==> config.mk <==
export PLATFORM = sky130hd
export DESIGN_NAME = lsu_ctrl
export DESIGN_NICKNAME = d
export VERILOG_FILES = /design/src/rtl/lsu_pkg.sv /design/src/rtl/lsu_align.sv /design/src/rtl/lsu_ctrl.sv
export SDC_FILE = /design/constraint.sdc
export NUM_CORES = 1
export LEC_CHECK = 0
export ABC_AREA = 1
export CORE_ASPECT_RATIO = 0.9
export CORE_MARGIN = 2
export CORE_UTILIZATION = 44
export DETAILED_ROUTE_END_ITERATION = 10
export HOLD_SLACK_MARGIN = 0.12
export PLACE_DENSITY = 0.78
export SLEW_MARGIN = 30
export SYNTH_ARGS = -nofsm -noshare
export SYNTH_HDL_FRONTEND = slang
export SYNTH_SLANG_ARGS = --single-unit
==> constraint.sdc <==
create_clock -name i_clk -period 1.9 [get_ports i_clk]
set_input_delay 0.38 -clock i_clk [delete_from_list [all_inputs] [get_ports i_clk]]
set_output_delay 0.38 -clock i_clk [all_outputs]
set_load 0.05 [all_outputs]
==> src/rtl/lsu_pkg.sv <==
// Shared definitions for the load/store unit: funct3 encodings, FSM states, request legality.
package lsu_pkg;

  localparam logic [2:0] F3_B  = 3'b000;
  localparam logic [2:0] F3_H  = 3'b001;
  localparam logic [2:0] F3_W  = 3'b010;
  localparam logic [2:0] F3_BU = 3'b100;
  localparam logic [2:0] F3_HU = 3'b101;

  typedef enum logic [1:0] {IDLE, RD_ISSUE, RD_CAPTURE, WR_ISSUE} lsu_state_t;

  // Width/alignment/direction legality only; the range check needs MEM_BYTES and lives in the top.
  function automatic logic req_fault(input logic we, input logic [2:0] f3, input logic [1:0] lo);
    logic f;
    f = 1'b1;
    case (f3)
      F3_B:    f = 1'b0;
      F3_H:    f = lo[0];
      F3_W:    f = (lo != 2'b00);
      F3_BU:   f = we;
      F3_HU:   f = we | lo[0];
      default: f = 1'b1;
    endcase
    return f;
  endfunction

endpackage

==> src/rtl/lsu_align.sv <==
// Combinational byte-lane logic: load extract with sign/zero extension, and sub-word store merge.
module lsu_align
  import lsu_pkg::*;
(
  input  logic [31:0] word_i,
  input  logic [1:0]  addr_lo_i,
  input  logic [2:0]  funct3_i,
  input  logic [15:0] wdata_i,
  output logic [31:0] ld_data_o,
  output logic [31:0] st_data_o
);

  logic [7:0]  lane_b;
  logic [15:0] lane_h;

  always_comb begin
    lane_b = word_i[{addr_lo_i, 3'b000} +: 8];
    lane_h = addr_lo_i[1] ? word_i[31:16] : word_i[15:0];

    case (funct3_i)
      F3_B:    ld_data_o = {{24{lane_b[7]}}, lane_b};
      F3_BU:   ld_data_o = {24'h0, lane_b};
      F3_H:    ld_data_o = {{16{lane_h[15]}}, lane_h};
      F3_HU:   ld_data_o = {16'h0, lane_h};
      default: ld_data_o = word_i;
    endcase

    st_data_o = word_i;
    if (funct3_i == F3_B) begin
      st_data_o[{addr_lo_i, 3'b000} +: 8] = wdata_i[7:0];
    end else if (funct3_i == F3_H) begin
      st_data_o[{addr_lo_i[1], 4'b0000} +: 16] = wdata_i;
    end
  end

endmodule

==> src/rtl/lsu_ctrl.sv <==
// Load/store controller: one request at a time, loads 3 cycles, SW 2, SB/SH read-modify-write 4.
// Ready only in IDLE; the response is a single-cycle pulse with no backpressure.
module lsu_ctrl
  import lsu_pkg::*;
#(
  parameter int unsigned MEM_BYTES = 32768
) (
  input  logic        i_clk,
  input  logic        i_reset,
  input  logic        i_req_valid,
  output logic        o_req_ready,
  input  logic        i_req_we,
  input  logic [2:0]  i_req_funct3,
  input  logic [31:0] i_req_addr,
  input  logic [31:0] i_req_wdata,
  output logic        o_rsp_valid,
  output logic        o_rsp_err,
  output logic [31:0] o_rsp_rdata,
  output logic [31:0] o_lsu_addr,
  output logic [31:0] o_st_data,
  output logic        o_lsu_wren,
  input  logic [31:0] i_ld_data
);

  lsu_state_t  state_q;
  logic [1:0]  addr_lo_q;
  logic [2:0]  funct3_q;
  logic        we_q;
  logic [15:0] wdata_q;
  logic        rsp_valid_q, rsp_err_q, wren_q;
  logic [31:0] rsp_rdata_q, lsu_addr_q, st_data_q;

  logic        req_fire;
  logic        req_err_d;
  logic [31:0] ld_fmt, st_merged;

  assign o_req_ready = (state_q == IDLE);
  assign req_fire    = i_req_valid && o_req_ready;
  assign req_err_d   = req_fault(i_req_we, i_req_funct3, i_req_addr[1:0]) ||
                       (i_req_addr >= MEM_BYTES);

  lsu_align u_align (
    .word_i    (i_ld_data),
    .addr_lo_i (addr_lo_q),
    .funct3_i  (funct3_q),
    .wdata_i   (wdata_q),
    .ld_data_o (ld_fmt),
    .st_data_o (st_merged)
  );

  always_ff @(posedge i_clk or negedge i_reset) begin
    if (!i_reset) begin
      state_q     <= IDLE;
      addr_lo_q   <= '0;
      funct3_q    <= '0;
      we_q        <= 1'b0;
      wdata_q     <= '0;
      rsp_valid_q <= 1'b0;
      rsp_err_q   <= 1'b0;
      rsp_rdata_q <= '0;
      lsu_addr_q  <= '0;
      st_data_q   <= '0;
      wren_q      <= 1'b0;
    end else begin
      rsp_valid_q <= 1'b0;
      wren_q      <= 1'b0;
      case (state_q)
        IDLE: begin
          if (req_fire) begin
            addr_lo_q <= i_req_addr[1:0];
            funct3_q  <= i_req_funct3;
            we_q      <= i_req_we;
            wdata_q   <= i_req_wdata[15:0];
            if (req_err_d) begin
              rsp_valid_q <= 1'b1;
              rsp_err_q   <= 1'b1;
              rsp_rdata_q <= '0;
            end else if (i_req_we && i_req_funct3 == F3_W) begin
              state_q    <= WR_ISSUE;
              lsu_addr_q <= {i_req_addr[31:2], 2'b00};
              st_data_q  <= i_req_wdata;
              wren_q     <= 1'b1;
            end else begin
              // Loads and sub-word stores both start with a read of the word.
              state_q    <= RD_ISSUE;
              lsu_addr_q <= {i_req_addr[31:2], 2'b00};
            end
          end
        end
        RD_ISSUE: state_q <= RD_CAPTURE;
        RD_CAPTURE: begin
          if (we_q) begin
            state_q   <= WR_ISSUE;
            st_data_q <= st_merged;
            wren_q    <= 1'b1;
          end else begin
            state_q     <= IDLE;
            lsu_addr_q  <= '0;
            rsp_valid_q <= 1'b1;
            rsp_err_q   <= 1'b0;
            rsp_rdata_q <= ld_fmt;
          end
        end
        WR_ISSUE: begin
          state_q     <= IDLE;
          lsu_addr_q  <= '0;
          rsp_valid_q <= 1'b1;
          rsp_err_q   <= 1'b0;
          rsp_rdata_q <= '0;
        end
      endcase
    end
  end

  assign o_rsp_valid = rsp_valid_q;
  assign o_rsp_err   = rsp_err_q;
  assign o_rsp_rdata = rsp_rdata_q;
  assign o_lsu_addr  = lsu_addr_q;
  assign o_st_data   = st_data_q;
  assign o_lsu_wren  = wren_q;

endmodule

* Word level (Yosys, flattened, before mapping)
Cells that the tools add are included.
Storage, ports and cells: bits in registers 123, bits in latches 0, bits in writable memories 0, bits in read-only memories 0, logic and storage cells 88, memories 0
Cells by class: add/subtract/negate cells 2, multiply operators 0, div/mod/pow operators 0, magnitude comparators 1, equality and inequality tests 16, shifts and indexed selects 5, muxes and demuxes 38, bitwise operators 1, reduce and logical (&&, ||, !) cells 14
Operators with widths (number):
- $mux W32 | 12
- $pmux W32 S3 | 2
- $pmux W32 S4 | 1
- $bwmux W32 | 2
- $pmux W32 S2 | 1
- $ge A32 B16 Y1 const B | 1
- $shift A16 B7 Y32 const A | 1
- $shift A8 B7 Y32 const A | 1
- $shiftx A16 B7 Y32 | 1
- $shiftx A32 B6 Y8 | 1
- $shiftx A8 B7 Y32 | 1
- $mux W16 | 1
- $neg A5 Y7 | 2
- $eq A3 B3 Y1 const B | 4
- $mux W1 | 10
- $mux W2 | 4
- $pmux W2 S4 | 1
- $reduce_and A4 Y1 | 2
- $eq A3 B1 Y1 const B | 2
- $logic_not A3 Y1 | 2
- $ne A2 B1 Y1 const B | 3
- $ne A2 B2 Y1 const B | 3
- $pmux W1 S3 | 2
- $pmux W1 S5 | 1
- 12 further kinds | 16

* Logic depth before layout (Yosys ltp)
Gate-level depths: netlist of the first run.
depth in word-level cells 7, mapped depth 15

* Modules after synthesis
Synthesis of the first run repeated with hierarchy kept, for this count alone.
Unflattened totals: cells, all modules 1157, area total of the unflattened synthesis 7633.6 µm²
Modules (own cells, without submodules):
- lsu_ctrl | times used 1, cells each 680, area each 5479.0 µm²
- lsu_align | times used 1, cells each 477, area each 2154.6 µm²

* Worst setup path before layout of the first run
No wires, ideal clock.
kind register to register, from register addr_lo_q[1], to register st_data_q[31], in the netlist o_st_data[31], data arrival time 2004 ps, required time 1833 ps, path slack -171 ps, stages on the path, launching flop included 14, path buffers 3, period minus slack after synthesis 2071 ps, cell sequence dfrtp_1 -> inv_1 -> buf_2 -> buf_2 -> ha_1 -> or2_2 -> clkbuf_1 -> nor2_1 -> nor2_1 -> nor2_1 -> nand2_1 -> nand2_1 -> nand2_1 -> nand2_1
Between the ends: word-level cells in the longest chain between the ends 7
RTL lines:
- start, declared | line lsu_ctrl.sv:26 | logic [1:0] addr_lo_q;
- start signal, assigned | line lsu_ctrl.sv:70 | addr_lo_q <= i_req_addr[1:0];
- $neg A5 Y7 | line lsu_align.sv:32 | st_data_o[{addr_lo_i[1], 4'b0000} +: 16] = wdata_i;
- $shiftx A16 B7 Y32 or $shift A16 B7 Y32 (tied branches) | line lsu_align.sv:32
- $bwmux W32 | line lsu_align.sv:32
- $mux W32 | line lsu_align.sv:31 | end else if (funct3_i == F3_H) begin
- $mux W32 (*) | line lsu_align.sv:29 | if (funct3_i == F3_B) begin
- $mux W32 (*) | line lsu_ctrl.sv:92 | if (we_q) begin
- $pmux W32 S2 (*) | line lsu_ctrl.sv:67 | case (state_q)
- end signal, assigned | line lsu_ctrl.sv:81 | st_data_q <= i_req_wdata;
- end signal, assigned | line lsu_ctrl.sv:94 | st_data_q <= st_merged;
- end, declared | line lsu_ctrl.sv:31 | logic [31:0] rsp_rdata_q, lsu_addr_q, st_data_q;
Mark *: on every way between the ends. The rest lies on a longest branch, timed or not. The select of a mux whose other input is x is not followed. A chain may end at the register's enable or synchronous reset.

* Worst setup path after layout of the first run
from register addr_lo_q[0], to register st_data_q[26], in the netlist o_st_data[26]
Between the ends: word-level cells in the longest chain between the ends 6
RTL lines:
- $neg A5 Y7 (*) | line lsu_align.sv:30 | st_data_o[{addr_lo_i, 3'b000} +: 8] = wdata_i[7:0];
- $shiftx A8 B7 Y32 or $shift A8 B7 Y32 (tied branches) | line lsu_align.sv:30
- $bwmux W32 (*) | line lsu_align.sv:30
- $mux W32 (*) | line lsu_align.sv:29
- $mux W32 (*) | line lsu_ctrl.sv:92
- $pmux W32 S2 (*) | line lsu_ctrl.sv:67
Marked as above.

==> results of run 1 <==
[per-stage QoR]
step           power, uW  TNS [ns]  std cells
2_1_floorplan       3350         0       1107
3_3_place_gp        3920     -9.24       1519
3_5_place_dp        3930    -14.29       1519
4_1_cts             7020         0       1552
5_1_grt             7310         0       1552
6_report            7030         0       1552
[placed cells by master, fill, tap and decap left out, drive strengths merged, types with 5 or more instances in the layout]
cell	instances
a21boi	18
a21oi	38
buf	155
clkbuf	17
clkdlybuf4s50	101
dfrtp	121
dlygate4sd2	17
ha	5
inv	62
nand2	452
nand3	116
nand4	8
nor2	140
nor3	9
o21ai	68
or2	5
[per-layer routing]
metal,global-route usage (%),vias up,wire length [um]
met1,39.2,3812,10700
li1,-,3968,-
met4,11.0,0,758
met5,0,-,0
met3,5.43,63,2030
met2,43.5,401,11300
[layout make-up]
cell class	count	area (sq um)	area share, %
inverters	53	206	1.99
clock inverters	15	131	1.27
well taps	207	259	2.50
clock buffers	17	425	4.10
flip-flops and latches	121	3030	29.2
repair buffers	274	2490	24.0
multi-input cells	865	3830	36.9
[where the power goes]
group / total, uW / internal, uW / leakage (uW) / switching (uW)
combinational: 1240 / 526 / 0.00352 / 710
clock: 3090 / 1720 / 0.000267 / 1380
sequential: 2700 / 2620 / 0.00148 / 77.3
total: 7030 / 4860 / 0.00526 / 2160
[worst max-delay path, cell delays in order, from the launching register on]
cell and delay, ns:
dfrtp_2 0.44, inv_4 0.12, ha_4 0.23, or2_2 0.38, nor2_1 0.20, nor2_1 0.08
nor2_1 0.08, nand2_1 0.06, nand2_1 0.05, nand2_1 0.05, nand2_1 0.06
[state kept, by name, summed over array words and instances (netlist names)]
register     cells
funct3_q         3
we_q             1
o_rsp_rdata     32
addr_lo_q        2
state_q          2
o_lsu_addr      30
o_rsp_valid      1
o_st_data       32
o_lsu_wren       1
o_rsp_err        1
wdata_q         16
[logic make-up (layout without fill, tap and decap cells)]
group	Yosys count	in the layout	share of synthesized area, %
AO/OA/AOI/OAI	128	128	9.51
AND/OR/NAND/NOR	730	730	40.9
adder cells (fa/ha/maj)	5	5	0.845
buffers and inverters	121	359	7.80
other	1	2	0.0506
flip-flops	121	121	40.9
[repair_timing]
action                     in CTS  in global routing
resized for setup              18                 11
hold endpoints to repair       21                  0
setup endpoints to repair      19                 21
hold buffers                    1                  0
[how the worst max path moves through the flow]
stage	from	to	slack, ns	cells past startpoint
final	addr_lo_q[0]	o_st_data[26]	0.09	10
after global routing	i_req_funct3[0]	o_rsp_rdata[16]	0.001	11
after CTS	addr_lo_q[0]	o_st_data[26]	0.03	10
after detailed placement	i_req_funct3[2]	o_rsp_rdata[16]	-0.23	10
after global placement	i_req_funct3[0]	o_rsp_rdata[16]	-0.16	10
after floorplan	addr_lo_q[1]	o_st_data[27]	0.02	15
==> results.py, run 1 <==
metrics = {
    "run_status": {
        "outcome": "finished, final reports clean",
    },
    "worst_setup_path": {
        "crit_required_ns": 2.26,
        "critPathLaunchType": "register",
        "reg2regPathDepth": 10,
        "reg2reg_to": "o_st_data[26]",
        "rr_startpoint": "addr_lo_q[0]",
        "end_kind": "register",
        "path_class": "register to register",
        "arrival_ns": 2.17,
        "r2r_setup_slack_ns": 0.09,
        "cp_max_fo": 8,
    },
    "timing": {
        "whs_ns": 0.414,
        "finalHoldViolations": 0,
        "post-route-period-util_pct": 95.3,
        "worst_slew_pin_slew_ns": 0.517,
        "fin_ws_ns": 0.0886,
        "max_freq_ghz": 0.552,
        "relSlewSlack_pct": 65.7,
        "setup_viol": 0,
        "fin_worst_skew_ns": 0.00660,
        "drv_slew": 0,
        "rsz0062_at_grt": "no",
        "finalCriticalPeriod_ns": 1.81,
    },
    "synth": {
        "synthTopCellsByCount": "nand2_1 (444), nor2_1 (131), dfrtp_1 (121)",
        "ys.warnings.count": 0,
        "synth_edf_count": 0,
        "ys_seq_elements": 121,
        "synth_ff_type": "dfrtp_1",
        "synth.most_common_cell": "nand2_1",
        "syn_inst": 1106,
        "synth.area.top_cells": "dfrtp_1 (41%), nand2_1 (23%), nand3_1 (7.7%), nor2_1 (6.6%), o21ai_0 (3.2%)",
        "synth_top_area_cell": "dfrtp_1",
        "ys_seq_area_share_pct": 40.9,
        "synth.avg_cell_area_sq_um": 6.70,
        "async_reset_ff_share_pct": 100,
        "ys_types": 31,
        "synth_top_cell_area_share_pct": 40.9,
        "synth_area_sq_um": 7410,
    },
    "place": {
        "place.gp.congestion": 0.916,
        "dpl-instance-area_sq_um": 9790,
        "pre_cts_ws_ns": -0.234,
        "port_buffers": 200,
        "dp_hpwl_um": 18000,
    },
    "cells_and_area": {
        "layout-drive-gt1-share_pct": 17.2,
        "fin_nets": 1440,
        "fin_area_sq_um": 10400,
        "fillers": 1457,
        "diodes": 0,
        "fin_util_pct": 63.6,
        "area_growth_pct": 40.0,
    },
    "clock_tree": {
        "clkLatencyLatePin_ns": 0.43,
        "cts_root_buf": "clkbuf_16",
        "cts_made_buffers": 17,
        "htree_levels": 4,
        "cts_tree": "built",
        "clockBufferDepth": 2,
        "clk_pin_slew_worst_paths_ns": 0.06,
        "clkSinkCount": 121,
        "cts_setup_buffers": 0,
    },
    "power_and_ir_drop": {
        "p_leak_uw": 0.00526,
        "peakVddDrop_v": 0.000637,
        "power_density_nw_per_um2": 678,
    },
    "global_route": {
        "grt_overflow": 0,
        "grt_start_max_net_pins": 58,
        "antenna_found_initial": 0,
        "grtUsageTotal_pct": 28.1,
        "first_global_vias": 7749,
        "grt_first_pass_wirelength_um": 40000,
    },
    "die": {
        "fp.dieW_um": 141,
        "ios": 203,
        "start_util_pct": 45.5,
        "die_h_um": 127,
        "rows": 44,
        "coreArea_sq_um": 16300,
        "die-area_sq_um": 17900,
    },
    "job": {
        "cap_violations": 0,
    },
    "detailed_routing": {
        "avgViaCountPerCell": 5.31,
        "wl_per_cell_um": 16.0,
        "drt_first_pass_iters": 6,
        "vias": 8244,
        "drcViolationCount": 0,
        "wl_um": 24800,
        "initialDrtViolationCount": 983,
        "ant_nets": 0,
    },
    "min_path": {
        "hp-class": "input port to asynchronous set/reset pin",
    },
}
Power figures use the tool's default switching activity.
==> run 2, diff against run 1 <==
CTS_CLUSTER_SIZE = 40   (was unset)
HOLD_SLACK_MARGIN = 0.08   (was 0.12)
SLEW_MARGIN = 0   (was 30)
==> results of run 2 <==
Final layout, timing and power as in run 1 (identical DEF).
==> run 3, diff against run 2 <==
PLACE_DENSITY = 0.77   (was 0.78)
==> run 3 against run 2 <==
Count of clock-buffer cells in the layout did not move. Fmax increased by 4.5%. Hold slack better by 0.057 ns. Critical path type unchanged. Largest cell class unchanged. Highest routed layer unchanged.
==> results.py, run 3 (synthesis results as in run 1) <==
metrics = {
    "detailed_routing": {
        "avgViaCountPerCell": 5.30,
        "initialDrtViolationCount": 971,
        "wl_per_cell_um": 15.8,
        "vias": 8203,
        "drcViolationCount": 0,
        "drt_first_pass_iters": 5,
        "ant_nets": 0,
        "wl_um": 24400,
    },
    "worst_setup_path": {
        "path_class": "register to register",
        "cp_common_cell": "nand2_1",
        "cp_max_fo": 18,
        "crit_buf_inv": 2,
        "cp_top_family": "simple AND/OR/NAND/NOR gates",
        "end_kind": "register",
        "critPathMaxStageDelay_ns": 0.44,
        "crit_required_ns": 2.22,
        "critPathLaunchType": "register",
        "crit_path_top_delay_cell": "dfrtp_1",
        "arrival_ns": 2.05,
        "cp_cell_sequence": "buf_6 > ha_1 > inv_1 > nand2_1 > nand2_1 > nor2_1 > nor2_1 > nand2_1 > nand2_1 > nand2_1 > nand2_1",
    },
    "place": {
        "port_buffers": 200,
        "dp_hpwl_um": 17600,
        "place.gp.congestion": 0.968,
        "dpl-instance-area_sq_um": 9720,
        "dp.cells": 1513,
    },
    "global_route": {
        "grtUsageTotal_pct": 27.9,
        "antenna_found_initial": 0,
        "grtUsageMet2_pct": 44.4,
        "first_global_vias": 7805,
        "grt_first_pass_wirelength_um": 39800,
        "grt_overflow": 0,
        "use_met3_pct": 6.22,
        "grt_start_max_net_pins": 74,
        "top_usage_layer": "met2",
        "grtUsageMet1_pct": 38.5,
    },
    "clock_tree": {
        "clkSinkCount": 121,
        "clockBufferDepth": 2,
        "cts_root_buf": "clkbuf_16",
        "htree_levels": 4,
        "cts_made_buffers": 17,
        "clkLatencyLatePin_ns": 0.42,
        "cts_setup_buffers": 0,
        "cts_tree": "built",
        "clk_pin_slew_worst_paths_ns": 0.06,
    },
    "cells_and_area": {
        "fin_cells": 1547,
        "final_cell_mix": "nand2_1 (443), buf_4 (138), nor2_1 (130)",
        "diodes": 0,
        "final_common_cell": "nand2_1",
        "fillers": 1452,
        "fin_area_sq_um": 10400,
        "area_growth_pct": 40.3,
        "fin_nets": 1435,
        "fin_util_pct": 63.8,
        "layout-drive-gt1-share_pct": 17.1,
    },
    "die": {
        "ios": 203,
        "rows": 44,
        "start_util_pct": 45.5,
        "fp.dieW_um": 141,
        "coreArea_sq_um": 16300,
        "die-area_sq_um": 17900,
        "die_h_um": 127,
    },
    "timing": {
        "relSlewSlack_pct": 65.7,
        "post-route-period-util_pct": 91.2,
        "finalHoldViolations": 0,
        "rsz0062_at_grt": "no",
        "max_freq_ghz": 0.577,
        "drv_slew": 0,
        "finalCriticalPeriod_ns": 1.73,
        "worst_slew_pin_slew_ns": 0.516,
        "fin_worst_skew_ns": 0.00876,
        "setup_viol": 0,
    },
    "power_and_ir_drop": {
        "p_leak_uw": 0.00527,
        "power_density_nw_per_um2": 702,
        "peakVddDrop_v": 0.000646,
    },
    "run_status": {
        "outcome": "finished, final reports clean",
    },
    "job": {
        "cap_violations": 0,
    },
    "min_path": {
        "hp-class": "register to register",
    },
}
-- run 3: routing by layer --
metal	wire length (um)	vias to the layer above
li1	-	3950
met1	10500	3796
met2	11100	417
met3	2150	40
met4	565	0
met5	0	-
-- run 3: final cells by class --
type,instances,area [sq um],share of cell area [%]
inverter,53,206,1.99
multi-input combinational,865,3840,36.9
sequential,121,3030,29.1
timing repair buffer,269,2440,23.5
tap,207,259,2.49
clock inverter,15,190,1.83
clock buffer,17,425,4.09
-- run 3: worst reg2reg max path, stage by stage (launching register included) --
cell and delay, ns:
dfrtp_1 0.44, buf_6 0.23, ha_1 0.21, inv_1 0.14, nand2_1 0.09, nand2_1 0.05
nor2_1 0.08, nor2_1 0.04, nand2_1 0.16, nand2_1 0.07, nand2_1 0.07, nand2_1 0.04
-- run 3: final timing paths --
| kind | start | endpoint | slack [ns] | cells past startpoint |
|---|---|---|---|---|
| setup / recovery | addr_lo_q[1] | o_st_data[16] | 0.17 | 11 |
| hold / removal | o_lsu_addr[7] | o_lsu_addr[7] | 0.47 | 2 |
| setup reg to reg | addr_lo_q[1] | o_st_data[16] | 0.17 | 11 |
| hold reg to reg | o_lsu_addr[7] | o_lsu_addr[7] | 0.47 | 2 |
| max in group asynchronous | i_reset | addr_lo_q[0] | 1.02 | 3 |
| min in group asynchronous | i_reset | o_rsp_rdata[21] | 0.50 | 3 |
-- run 3: power breakdown --
| group | total, uW | switching [uW] | internal [uW] |
|---|---|---|---|
| sequential | 2700 | 73.6 | 2620 |
| combinational | 1230 | 707 | 524 |
| clock | 3370 | 1280 | 2090 |
-- run 3: timing repair --
item / in CTS / in global routing
hold buffers: 1 / 0
setup endpoints to repair: 16 / 29
pin swaps: 0 / 0
hold endpoints to repair: 121 / 0
gates resized for setup: 16 / 16
gates cloned: 0 / 1
-- run 3: per-stage QoR --
step / TNS [ns] / hold WS, ns / power (uW) / setup slack, ns
2_1_floorplan: 0 / 0.0844 / 3350 / 0.0181
3_3_place_gp: -9.94 / 0.396 / 3900 / -0.162
3_5_place_dp: -15.18 / 0.396 / 3910 / -0.256
4_1_cts: 0 / 0.472 / 7290 / 0.0637
5_1_grt: 0 / 0.495 / 7590 / 0.00123
6_report: 0 / 0.471 / 7290 / 0.167
==> edit 1, RTL diff (flow settings as in run 3) <==
Register the output `o_rsp_err` once more, cleared by the reset; this adds one clock of latency there. The other outputs are not delayed to match.
--- a/src/rtl/lsu_ctrl.sv
+++ b/src/rtl/lsu_ctrl.sv
@@ -113,7 +113,13 @@
   end
 
   assign o_rsp_valid = rsp_valid_q;
-  assign o_rsp_err   = rsp_err_q;
+  always_ff @(posedge i_clk or negedge i_reset) begin
+    if (!i_reset) begin
+      o_rsp_err <= '0;
+    end else begin
+      o_rsp_err <= rsp_err_q;
+    end
+  end
   assign o_rsp_rdata = rsp_rdata_q;
   assign o_lsu_addr  = lsu_addr_q;
   assign o_st_data   = st_data_q;
Formal check against the unedited RTL: not equivalent (Yosys sat finds a counterexample within 4 cycles, from zero or initial values and one cycle with i_reset low).
==> edit 1 against run 3 <==
  * Synthesized area is 0.34% higher
  * Sequential cell count up 1
  * Clock skew is 11 ps higher
  * Setup slack got worse by 28 ps
  * Cell area rose by 0.24%
  * Largest cell class unchanged
  * Clock power decreased by 5%
  * Total power is 1.9% lower
  * Wire length grew 0.19%
==> edit 1: results (changes against run 3) <==
[outcome]
status = complete, no violations  ; unchanged

[placement]
pre_cts_slack_ps = -291.8  ; was -256.0 ps
gp_congestion = 0.9660  ; was 0.9676
placed_area_sq_mm = 0.009788  ; was 0.009716 sq mm
dp_hpwl_um = 17740  ; was 17590 um

[timing]
clock-skew-final_ps = 20.00  ; was 8.760 ps
relSlewSlack = 0.6557  ; was 0.6572

[detailed_routing]
post_drt_wl_per_cell_um = 15.74  ; was 15.78 um
firstDrtPassIters = 6  ; was 5
first_iter_violations = 820  ; was 971
vias = 8171  ; was 8203

[synth]
yosys-top-cells-area = dfrtp_1 41%, nand2_1 22%, nand3_1 7.7%, nor2_1 6.6%, o21ai_0 3.2%  ; was dfrtp_1 41%, nand2_1 23%, nand3_1 7.7%, nor2_1 6.6%, o21ai_0 3.2%
async_flop_share = 1.000  ; unchanged
synth_commonest_cells = 444 x nand2_1, 131 x nor2_1, 122 x dfrtp_1  ; was 444 x nand2_1, 131 x nor2_1, 121 x dfrtp_1
synth-xor-area-share = 0  ; unchanged
yosys.area_share.adder = 0.008418  ; was 0.008446
synth_compound_area_frac = 0.09478  ; was 0.09510
synth-seq-area-share = 0.4108  ; was 0.4088

[global_route]
grtUsageTotal = 0.2776  ; was 0.2792
grt_start_max_net_pins = 58  ; was 74
grt_pass1_vias = 7622  ; was 7805
grt_pass1_wl_um = 39350  ; was 39850 um

[clock_tree]
clkLatencyLatePin_ps = 440  ; was 420 ps
cts.path.max_buffers = 2  ; unchanged

[pwr]
sw_frac_of_total = 0.3112  ; was 0.2825
internal_power_mw = 4.927  ; was 5.234 mW
p_clk_mw = 3.21  ; was 3.37 mW
p_comb_frac = 0.172  ; was 0.169
ir_drop_v = 0.0006294  ; was 0.0006459 V
p_leak_nw = 5.301  ; was 5.271 nW

[hold_path]
hp-class = primary input to asynchronous set/reset pin  ; was flop to flop

[final_layout]
nNetsFinal = 1438  ; was 1435
drive_gt1_frac = 0.1653  ; was 0.1709
nFillCells = 1518  ; was 1452

[worst_setup_path]
critPathArrivalTime_ps = 2090  ; was 2050 ps
r2r_cells = 11  ; unchanged

## edit 1: timing repair
action                                 in CTS  in global routing
setup endpoints to repair                  22                 34
endpoints found under the hold margin      23                  0
hold buffers                                1                  0
gates cloned                                0                  1
gates resized for setup                    22                 11
## edit 1: through the flow
| stage | instances | util |
|---|---|---|
| 2_1_floorplan | 1108 | - |
| 5_1_grt | 1554 | 0.6230 |
| 6_report | 1554 | 0.6230 |
| 3_5_place_dp | 1520 | 0.5853 |
| 4_1_cts | 1553 | 0.6196 |
| 3_3_place_gp | 1520 | 0.5853 |
## edit 1: cell type report
cell class	count	area, sq um	share of cell area
Multi-Input combinational cell	865	3827	0.3674
Tap cell	211	264.0	0.02534
Clock inverter	15	165.2	0.01585
Clock buffer	17	425.4	0.04083
Timing Repair Buffer	271	2480	0.2380
Inverter	53	203.9	0.01957
Sequential cell	122	3053	0.2930
## edit 1: per-layer routing
layer | track usage | vias to the layer above | share of wire
li1 | - | 3961 | -
met1 | 0.3920 | 3811 | 0.45
met2 | 0.4241 | 349 | 0.45
met3 | 0.05697 | 50 | 0.075
met4 | 0.1041 | 0 | 0.029
met5 | 0 | - | 0
## edit 1: final timing paths
| check | slack (ps) | endpoint | from |
|---|---|---|---|
| max | 140 | o_st_data[25] | addr_lo_q[0] |
| min | 400 | o_rsp_rdata[17] | i_reset |
| max reg2reg | 140 | o_st_data[25] | addr_lo_q[0] |
| min reg2reg | 410 | o_rsp_err | rsp_err_q |
| max in group asynchronous | 900 | wdata_q[14] | i_reset |
| min in group i_clk | 410 | o_rsp_err | rsp_err_q |
## edit 1: critical path, cell delays in order (launching register included)
cell and delay [ps]:
dfrtp_1 410, buf_8 170, ha_1 210, inv_2 140
or2_4 190, nor2_1 60, nor2_1 120, nor2_1 50
nand2_1 110, nand2_1 70, nand2_1 70, nand2_1 40
==> edit 2, RTL diff (flow settings as in run 3) <==
Without the edit above. Change the parameter `MEM_BYTES` from 32768 to 24576.
--- a/src/rtl/lsu_ctrl.sv
+++ b/src/rtl/lsu_ctrl.sv
@@ -3,7 +3,7 @@
 module lsu_ctrl
   import lsu_pkg::*;
 #(
-  parameter int unsigned MEM_BYTES = 32768
+  parameter int unsigned MEM_BYTES = 24576
 ) (
   input  logic        i_clk,
   input  logic        i_reset,
Function: changed (a bounded check fails within 4 cycles, from zero or initial values and one cycle with i_reset low).
==> edit 2 against run 3 <==
  * Total power up 0.67%
  * Cell area up 3.5%
  * Global-route usage up 1.4 points
  * Combinational power up 4%
  * Sequential cell count unchanged
  * Synthesized area up 4.6%
  * Setup slack worse by 84 ps
  * Wire length up 11%
  * Clock skew up 1.0 ps
  * Critical path type unchanged
==> edit 2: results (changes against run 3) <==
[detailed_routing]
wl_met2_um = 12470  ; was 11140 um
first_iter_violations = 824  ; was 971
wl_met1_um = 11660  ; was 10540 um
post_drt_via_cell_ratio = 5.273  ; was 5.303
wl_um = 27110  ; was 24410 um
vias = 8858  ; was 8203
wl_met3_um = 2263  ; was 2153 um

[global_route]
grtUsageMet2 = 0.4630  ; was 0.4436
grt_start_max_net_pins = 82  ; was 74
grt_pass1_wl_um = 42970  ; was 39850 um
use_met3 = 0.05321  ; was 0.06222
grt_pass1_vias = 8247  ; was 7805

[pwr]
seqPwrFrac = 0.368  ; was 0.370
p_clk_frac = 0.458  ; was 0.462
ir_drop_v = 0.0005918  ; was 0.0006459 V

[hold_path]
whs_endpoint = o_lsu_addr[26]  ; was o_lsu_addr[7]

[final_layout]
nFillCells = 1608  ; was 1452
nNetsFinal = 1536  ; was 1435

[placement]
placed_area_sq_mm = 0.01014  ; was 0.009716 sq mm
gp_congestion = 0.9793  ; was 0.9676

[timing]
fin_hold_ws_ps = 487.5  ; was 470.9 ps
relSlewSlack = 0.6491  ; was 0.6572
fin_crit_sh = 0.9565  ; was 0.9122

[synth]
yosysUniqueCellTypes = 30  ; was 31
yosys-top-cells-area = dfrtp_1 39%, nand2_1 20%, nand3_1 14%, nor2_1 7.2%, inv_1 4.1%  ; was dfrtp_1 41%, nand2_1 23%, nand3_1 7.7%, nor2_1 6.6%, o21ai_0 3.2%

[worst_setup_path]
critPathArrivalTime_ps = 2120  ; was 2050 ps

[outcome]
status = complete, no violations  ; unchanged

[edit 2: cell types whose count changed after synthesis, sizes merged, moves of 9 or more]
cell	run 3	this run
nand3	116	222
clkbuf	21	30
nor2	140	154
clkinv	0	11
o21ai	68	45
nand2	452	422
a21boi	18	0
inv	53	92
[edit 2: area by class of cell]
| cell class | count | area [sq um] | share of cell area |
|---|---|---|---|
| clock buffers | 18 | 429.2 | 0.03988 |
| clock inverters | 13 | 167.7 | 0.01558 |
| inverters | 103 | 390.4 | 0.03628 |
| multi-input cells | 916 | 4036 | 0.3751 |
| flip-flops and latches | 121 | 3028 | 0.2814 |
| well taps | 240 | 300.3 | 0.02791 |
| repair buffers | 269 | 2409 | 0.2238 |
[edit 2: timing repair]
action,in CTS,in global routing
buffers inserted,0,0
cloned,0,1
resized for setup,24,13
setup endpoints to repair,24,37
endpoints found under the hold margin,121,0
hold buffers,1,0
pin swaps,0,2
